==> src/rtl/keypad_pkg.sv <==
// Shared types, one-hot constants and the column/row to hex key map
// for the 4x4 hex keypad scan controller.
package keypad_pkg;

   typedef enum logic [1:0] {
      SCAN     = 2'd0,
      DEBOUNCE = 2'd1,
      HOLD     = 2'd2,
      RELEASE  = 2'd3
   } state_t;

   localparam logic [3:0] ONE   = 4'b0001;
   localparam logic [3:0] TWO   = 4'b0010;
   localparam logic [3:0] THREE = 4'b0100;
   localparam logic [3:0] FOUR  = 4'b1000;

   // Hex code of the key at a one-hot column and one-hot row; 0 for illegal codes
   function automatic logic [3:0] key_map(input logic [3:0] col, input logic [3:0] row);
      logic [3:0] code;
      code = 4'h0;
      case (col)
         ONE: begin
            case (row)
               ONE:     code = 4'h1;
               TWO:     code = 4'h4;
               THREE:   code = 4'h7;
               FOUR:    code = 4'hE;
               default: code = 4'h0;
            endcase
         end
         TWO: begin
            case (row)
               ONE:     code = 4'h2;
               TWO:     code = 4'h5;
               THREE:   code = 4'h8;
               FOUR:    code = 4'h0;
               default: code = 4'h0;
            endcase
         end
         THREE: begin
            case (row)
               ONE:     code = 4'h3;
               TWO:     code = 4'h6;
               THREE:   code = 4'h9;
               FOUR:    code = 4'hF;
               default: code = 4'h0;
            endcase
         end
         FOUR: begin
            case (row)
               ONE:     code = 4'hA;
               TWO:     code = 4'hB;
               THREE:   code = 4'hC;
               FOUR:    code = 4'hD;
               default: code = 4'h0;
            endcase
         end
         default: code = 4'h0;
      endcase
      return code;
   endfunction

endpackage

==> src/rtl/keypad_tick_gen.sv <==
// Free-running divider: tick is high for one clk every SCAN_DIV cycles.
module keypad_tick_gen #(
   parameter int SCAN_DIV = 1000
) (
   input  logic clk,
   input  logic rst_n,
   output logic tick
);

   localparam int W = $clog2(SCAN_DIV);

   logic [W-1:0] count;

   assign tick = (count == W'(SCAN_DIV - 1));

   // Count 0..SCAN_DIV-1 and wrap on the tick cycle
   always_ff @(posedge clk) begin
      if (!rst_n) begin
         count <= '0;
      end else if (tick) begin
         count <= '0;
      end else begin
         count <= count + W'(1);
      end
   end

endmodule

==> src/rtl/keypad_scan_ctrl.sv <==
// Keypad scan sequencer and debouncer: rotates column strobes, synchronizes
// the row lines and accepts a single debounced key with a one-cycle strobe.
module keypad_scan_ctrl
   import keypad_pkg::*;
#(
   parameter int SCAN_DIV     = 1000,
   parameter int DEBOUNCE_CNT = 8
) (
   input  logic       clk,
   input  logic       rst_n,
   input  logic [3:0] rows_in,
   output logic [3:0] cols_out,
   output logic [3:0] key_code,
   output logic       key_valid,
   output logic       key_held
);

   localparam int CW = $clog2(DEBOUNCE_CNT + 1);

   logic         tick;
   logic [3:0]   rows_m;
   logic [3:0]   rows_s;
   state_t       state;
   state_t       state_next;
   logic [3:0]   col_next;
   logic [3:0]   row_lat;
   logic [3:0]   row_next;
   logic [CW-1:0] cnt;
   logic [CW-1:0] cnt_next;
   logic [CW-1:0] cnt_inc;
   logic [3:0]   code_next;
   logic         valid_next;
   logic         held_next;
   logic         rows_onehot;
   logic [3:0]   col_rotated;

   keypad_tick_gen #(
      .SCAN_DIV (SCAN_DIV)
   ) u_tick_gen (
      .clk   (clk),
      .rst_n (rst_n),
      .tick  (tick)
   );

   assign cnt_inc     = cnt + CW'(1);
   assign rows_onehot = $onehot(rows_s);
   assign col_rotated = {cols_out[2:0], cols_out[3]};

   // Two-flop synchronizer for the asynchronous row lines
   always_ff @(posedge clk) begin
      if (!rst_n) begin
         rows_m <= 4'b0000;
         rows_s <= 4'b0000;
      end else begin
         rows_m <= rows_in;
         rows_s <= rows_m;
      end
   end

   // Scan/debounce decisions, taken only on scan ticks
   always_comb begin
      state_next = state;
      col_next   = cols_out;
      row_next   = row_lat;
      cnt_next   = cnt;
      code_next  = key_code;
      valid_next = 1'b0;
      held_next  = key_held;
      if (tick) begin
         case (state)
            SCAN: begin
               if (rows_onehot) begin
                  row_next = rows_s;
                  if (DEBOUNCE_CNT == 1) begin
                     code_next  = key_map(cols_out, rows_s);
                     valid_next = 1'b1;
                     held_next  = 1'b1;
                     cnt_next   = '0;
                     state_next = HOLD;
                  end else begin
                     cnt_next   = CW'(1);
                     state_next = DEBOUNCE;
                  end
               end else begin
                  col_next = col_rotated;
               end
            end
            DEBOUNCE: begin
               if (rows_s == row_lat) begin
                  if (cnt_inc == CW'(DEBOUNCE_CNT)) begin
                     code_next  = key_map(cols_out, row_lat);
                     valid_next = 1'b1;
                     held_next  = 1'b1;
                     cnt_next   = '0;
                     state_next = HOLD;
                  end else begin
                     cnt_next = cnt_inc;
                  end
               end else begin
                  cnt_next   = '0;
                  col_next   = col_rotated;
                  state_next = SCAN;
               end
            end
            HOLD: begin
               if (rows_s != row_lat) begin
                  cnt_next   = '0;
                  state_next = RELEASE;
               end
            end
            RELEASE: begin
               if (rows_s == 4'b0000) begin
                  if (cnt_inc == CW'(DEBOUNCE_CNT)) begin
                     held_next  = 1'b0;
                     cnt_next   = '0;
                     col_next   = col_rotated;
                     state_next = SCAN;
                  end else begin
                     cnt_next = cnt_inc;
                  end
               end else begin
                  cnt_next = '0;
               end
            end
            default: begin
               state_next = SCAN;
               cnt_next   = '0;
            end
         endcase
      end
   end

   // State, column strobe and output registers
   always_ff @(posedge clk) begin
      if (!rst_n) begin
         state     <= SCAN;
         cols_out  <= ONE;
         row_lat   <= 4'b0000;
         cnt       <= '0;
         key_code  <= 4'h0;
         key_valid <= 1'b0;
         key_held  <= 1'b0;
      end else begin
         state     <= state_next;
         cols_out  <= col_next;
         row_lat   <= row_next;
         cnt       <= cnt_next;
         key_code  <= code_next;
         key_valid <= valid_next;
         key_held  <= held_next;
      end
   end

endmodule
==> config.mk <==
export PLATFORM = sky130hd
export DESIGN_NAME = keypad_scan_ctrl
export DESIGN_NICKNAME = d
export VERILOG_FILES = /design/src/rtl/keypad_pkg.sv /design/src/rtl/keypad_tick_gen.sv /design/src/rtl/keypad_scan_ctrl.sv
export SDC_FILE = /design/constraint.sdc
export NUM_CORES = 1
export LEC_CHECK = 0
export BUFFER_PORTS_ARGS = -buffer_cell sky130_fd_sc_hd__clkbuf_2
export CAP_MARGIN = 20
export CORE_UTILIZATION = 30
export DETAILED_ROUTE_END_ITERATION = 8
export PLACE_DENSITY = 0.47
export SLEW_MARGIN = 20
export SYNTH_ARGS = -nofsm -noshare
export SYNTH_HDL_FRONTEND = slang
export SYNTH_SLANG_ARGS = --single-unit
==> constraint.sdc <==
create_clock -name clk -period 3.4 [get_ports clk]
set_input_delay 0.68 -clock clk [delete_from_list [all_inputs] [get_ports clk]]
set_output_delay 0.68 -clock clk [all_outputs]
set_load 0.02 [all_outputs]
# Yosys cells after proc, flatten, opt, wreduce, memory -nomap -nowiden
# Cells that the tools add are included.
# word_totals
register_bits	38
latch_bits	0
ramBits	0
romBits	0
inputBits	6
output_inout_bits	10
n_memories	0
# classes
addsub	5
n_mul	0
div_mod_pow	0
magnitude_cmp	0
eq_ne	25
n_shift	0
muxes	29
n_bitwise	1
n_reduce_logical	12
# op_table
operator	n
$pmux W4 S4	5
$mux W4	9
$pmux W4 S3	2
$reduce_and A6 Y1	3
$ne A2 B2 Y1 const B	8
$eq A4 B4 Y1 const B	3
$mux W2	6
$add A10 B1 Y10 const B	1
$eq A10 B10 Y1 const B	1
$eq A4 B1 Y1 const B	2
$eq A4 B2 Y1 const B	2
$eq A4 B3 Y1 const B	2
$pmux W2 S4	1
$reduce_and A4 Y1	2
$reduce_and A3 Y1	2
$mux W1	5
$add A1 B1 Y2	2
$add A4 B1 Y4 const B	1
$eq A2 B2 Y1 const B	2
$eq A4 B4 Y1	1
$logic_not A4 Y1	1
$ne A4 B4 Y1	1
$add A2 B2 Y3	1
$eq A3 B1 Y1 const B	1
8 further kinds	8

# Longest topological paths before layout
# logic_depth
ltp_word	5
depth_mapped	10
ltp_nobuf	10

# Modules after synthesis
# Synthesis repeated with hierarchy kept, for this count alone.
# hier_totals
hier_cells	251
hier_area_um2	2257.2
# modules_own_cells
mod	instances	cells_each	area_per_inst_um2	seq_area_each_um2
keypad_scan_ctrl	1	194	1700.4	560.5
keypad_tick_gen	1	57	556.8	200.2

# Worst setup path after synthesis
# OpenSTA, ideal clock, no wires.
# synth_timing
path_type	register to register
startpoint	register rows_s[0]
endpoint	register row_lat[3]
setup_ns	0.129
t_arrival_ns	2.333
slack_ns	0.939
path_stages_with_launch	11
n_path_buf	0
cell_sequence	dfxtp_1 inv_1 fa_1 inv_1 ha_1 ha_1 nor2_1 nand2_1 nor4_2 mux2i_1 nor2_1
# synth_via
elab_chain_cells	4
# synth_rtl
element	line	rtl
start, declared	keypad_scan_ctrl.sv:22	logic [3:0] rows_s;
start signal, assigned	keypad_scan_ctrl.sv:56	rows_s <= rows_m;
$add A1 B1 Y2 (implied by the code)	keypad_scan_ctrl.sv:46	assign rows_onehot = $onehot(rows_s);
$add A2 B2 Y3 (implied by the code)	keypad_scan_ctrl.sv:46	
$eq A3 B1 Y1	keypad_scan_ctrl.sv:46	
$reduce_and A3 Y1 (no source line)	-	
end signal, assigned	keypad_scan_ctrl.sv:146	row_lat <= row_next;
end, declared	keypad_scan_ctrl.sv:26	logic [3:0] row_lat;
# Every way passes these cells.
# A chain may end at the register's enable or synchronous reset.

# Worst setup path after layout
# layout_timing
startpoint	register rows_s[0]
endpoint	register row_lat[1]
# The elaborated chain is that of the path after synthesis.

==> impl_metrics.ini <==
[status]
outcome = complete, no violations

[setup_path]
cp_cell_sequence = inv_1, fa_1, inv_1, ha_1, ha_1, nor2_1, nand2_1, nor4_2, mux2i_1, nor2_1
slowest_stage = nor4_2
arrival_ns = 2.82
cp_slowest_stage_delay_ns = 0.54
crit_path_start_kind = flip-flop
cp_data_required_time_ns = 3.58
crit_type = flip-flop to flip-flop
rr_startpoint = rows_s[0]
rr_endpoint = row_lat[1]
end_kind = flip-flop
crit_buf_inv = 2
r2r_cells = 10
worstPathMaxFanout = 4
cp.depth = 10
r2r_setup_slack_ns = 0.75
crit_family = adder cells

[worst_hold_path]
min_path_type = flip-flop to flip-flop
holdPathEnd = rows_s[2]
min_from = rows_m[2]
hold_depth = 1

[global_route]
grt_max_degree = 24
grt_pass1_wl_um = 8000
grt_pass1_vias = 1597
grtUsageTotal_pct = 13.6
antenna_found_initial = 0
overflow = 0

[drt]
drc = 0
vias_per_cell = 5.08
drtAntennaViolNets = 0
routedWlPerCell_um = 13.2
first_pass_iters = 4
drt_wl_total_um = 4710
drt-initial-drc-count = 59
vias = 1815

[floorplan]
die_h_um = 87.3
ioPinCount = 16
die_w_um = 87.3
rows = 30
die-area_um2 = 7610
initial_core_util_pct = 31.6
core_area_um2 = 6910

[layout]
multi_input_area_um2 = 1340
final_nets = 273
final_cell_area_um2 = 2420
syn_to_final_growth_pct = 10.8
fill_cells = 752
diodes = 0
seqCellArea_um2 = 761
drive_gt1_share_pct = 11.9

[synth]
synth.area.top_cells = dfxtp_1 (35%), nor2_1 (4.6%), xor2_1 (4.0%)
synth_edf_count = 0
synth_area_um2 = 2180
synthFlopType = dfxtp_1
syn_nets = 264
synthArstFlopShare_pct = 0
yosysWarningCount = 0
synth_area_leader_cell = dfxtp_1
synth_top_area_share_pct = 34.9
syn_area_per_cell_um2 = 8.69
yosysMostFrequentCell = dfxtp_1
synth_commonest_cells = dfxtp_1 (38), nor2_1 (27), nand2_1 (13)
ys_ff_latch = 38
seq_area_frac_synth_pct = 34.9
ys_types = 60
synthCells = 251

[pwr]
sw_frac_of_total_pct = 22.5
seq_power_share_pct = 56.2
p_total_uw = 814
p_clk_share_pct = 39.2
switching_power_uw = 183
p_int_uw = 631
pwr-share-comb_pct = 4.6
p_leak_uw = 0.000900
peakVddDrop_uv = 158
power_density_nw_per_um2 = 337

[clock_network]
ctsResizeCount = 0
cts.reportedPaths.clkPinSlew_ns = 0.07
clock_path_buffers = 2
clock_latency_ns = 0.29
cts_setup_buffers = 0
holdBufCountCts = 0
htreeDepth = 2
cts_tree = yes
clkSinkCount = 38
cts_made_buffers = 5
clockRootBuffer = clkbuf_8

[timing]
hold_viol = 0
drv_slew = 0
tns_ns = 0
period_share_pct = 77.9
fin_ws_ns = 0.753
setup_viol = 0
hold_slack_ns = 0.431
worstMarginPinSlew_ns = 0.614
grt_setup_unrepaired = no
fmax_ghz = 0.378
skew_ns = 0.00429
maxSlewHeadroom_pct = 58.7
period_needed_ns = 2.65

[flow_run]
drv_cap = 0

[placed_design]
place_area_um2 = 2320
io_buffers = 15
pre_cts_slack_ns = 0.761
dpl.hpwl_um = 3260
place.gp.congestion = 0.749
==> kinds of logic (layout without fill, tap and decap cells) <==
logic type	count (synthesis)	after routing	share of synthesized area, %
AO/OA/AOI/OAI	46	46	16.0
XOR/XNOR	18	18	7.23
adder cells (fa/ha/maj)	7	7	4.36
buffers and inverters	22	32	3.90
flip-flops	38	38	34.9
multiplexers	8	8	3.67
AND/OR/NAND/NOR	112	112	30.0
==> per-stage QoR <==
step / utilization, % / std cells
2_1_floorplan: - / 251
3_5_place_dp: 33.7 / 349
6_report: 35.0 / 357
3_3_place_gp: 33.7 / 349
4_1_cts: 35.0 / 357
5_1_grt: 35.0 / 357
==> cells in the final DEF (no fill, tap or decap), types with 8 or more instances in the layout <==
| cell type | instances |
|---|---|
| dfxtp_1 | 38 |
| nor2_1 | 27 |
| clkbuf_2 | 15 |
| xnor2_1 | 8 |
| nand3_1 | 11 |
| mux2i_1 | 8 |
| nand2_1 | 13 |
| nor2b_1 | 9 |
| a21oi_1 | 11 |
| and2_1 | 10 |
| xor2_1 | 10 |
| inv_1 | 8 |
==> power groups by stage <==
stage / registers (µW) / clock network (µW) / logic [µW]
final: 458 / 319 / 37.7
after global routing: 459 / 354 / 43.5
after CTS: 458 / 336 / 39.0
after detailed placement: 468 / 0 / 38.5
after global placement: 468 / 0 / 37.9
after floorplan: 467 / 0 / 28.0
==> worst max path at each step <==
stage                     startpoint    endpoint  slack (ns)
final                      rows_s[0]  row_lat[1]        0.75
after global routing       rows_s[0]  row_lat[0]        0.56
after CTS                  rows_s[0]  row_lat[1]        0.72
after detailed placement   rows_s[0]  row_lat[1]        0.76
after global placement     rows_s[0]  row_lat[1]        0.77
after floorplan            rows_s[0]  row_lat[3]        0.94
==> area by class of cell <==
type | count | area share (%)
clock buffer | 7 | 3.57
clock inverter | 1 | 0.207
inverter | 9 | 1.40
multi-input combinational | 191 | 55.3
sequential | 38 | 31.5
tap | 96 | 4.97
timing repair buffer | 15 | 3.11
==> per-layer routing <==
metal  up-vias  part of all wire, %  track usage [%]
li1        926                    -                -
met1       852                   52             19.7
met2        31                   43             19.9
met5         -                    0                0
met4         0                  1.1             5.37
met3         6                  3.4             2.27
==> sequential cells by signal, summed over array words and instances (netlist names), named ones only <==
signal and cells:
key_held 1, cnt 4, rows_m 4, row_lat 4, state 1, key_valid 1
key_code 4, u_tick_gen.count 10, rows_s 4, cols_out 4
Power figures use the tool's default switching activity.
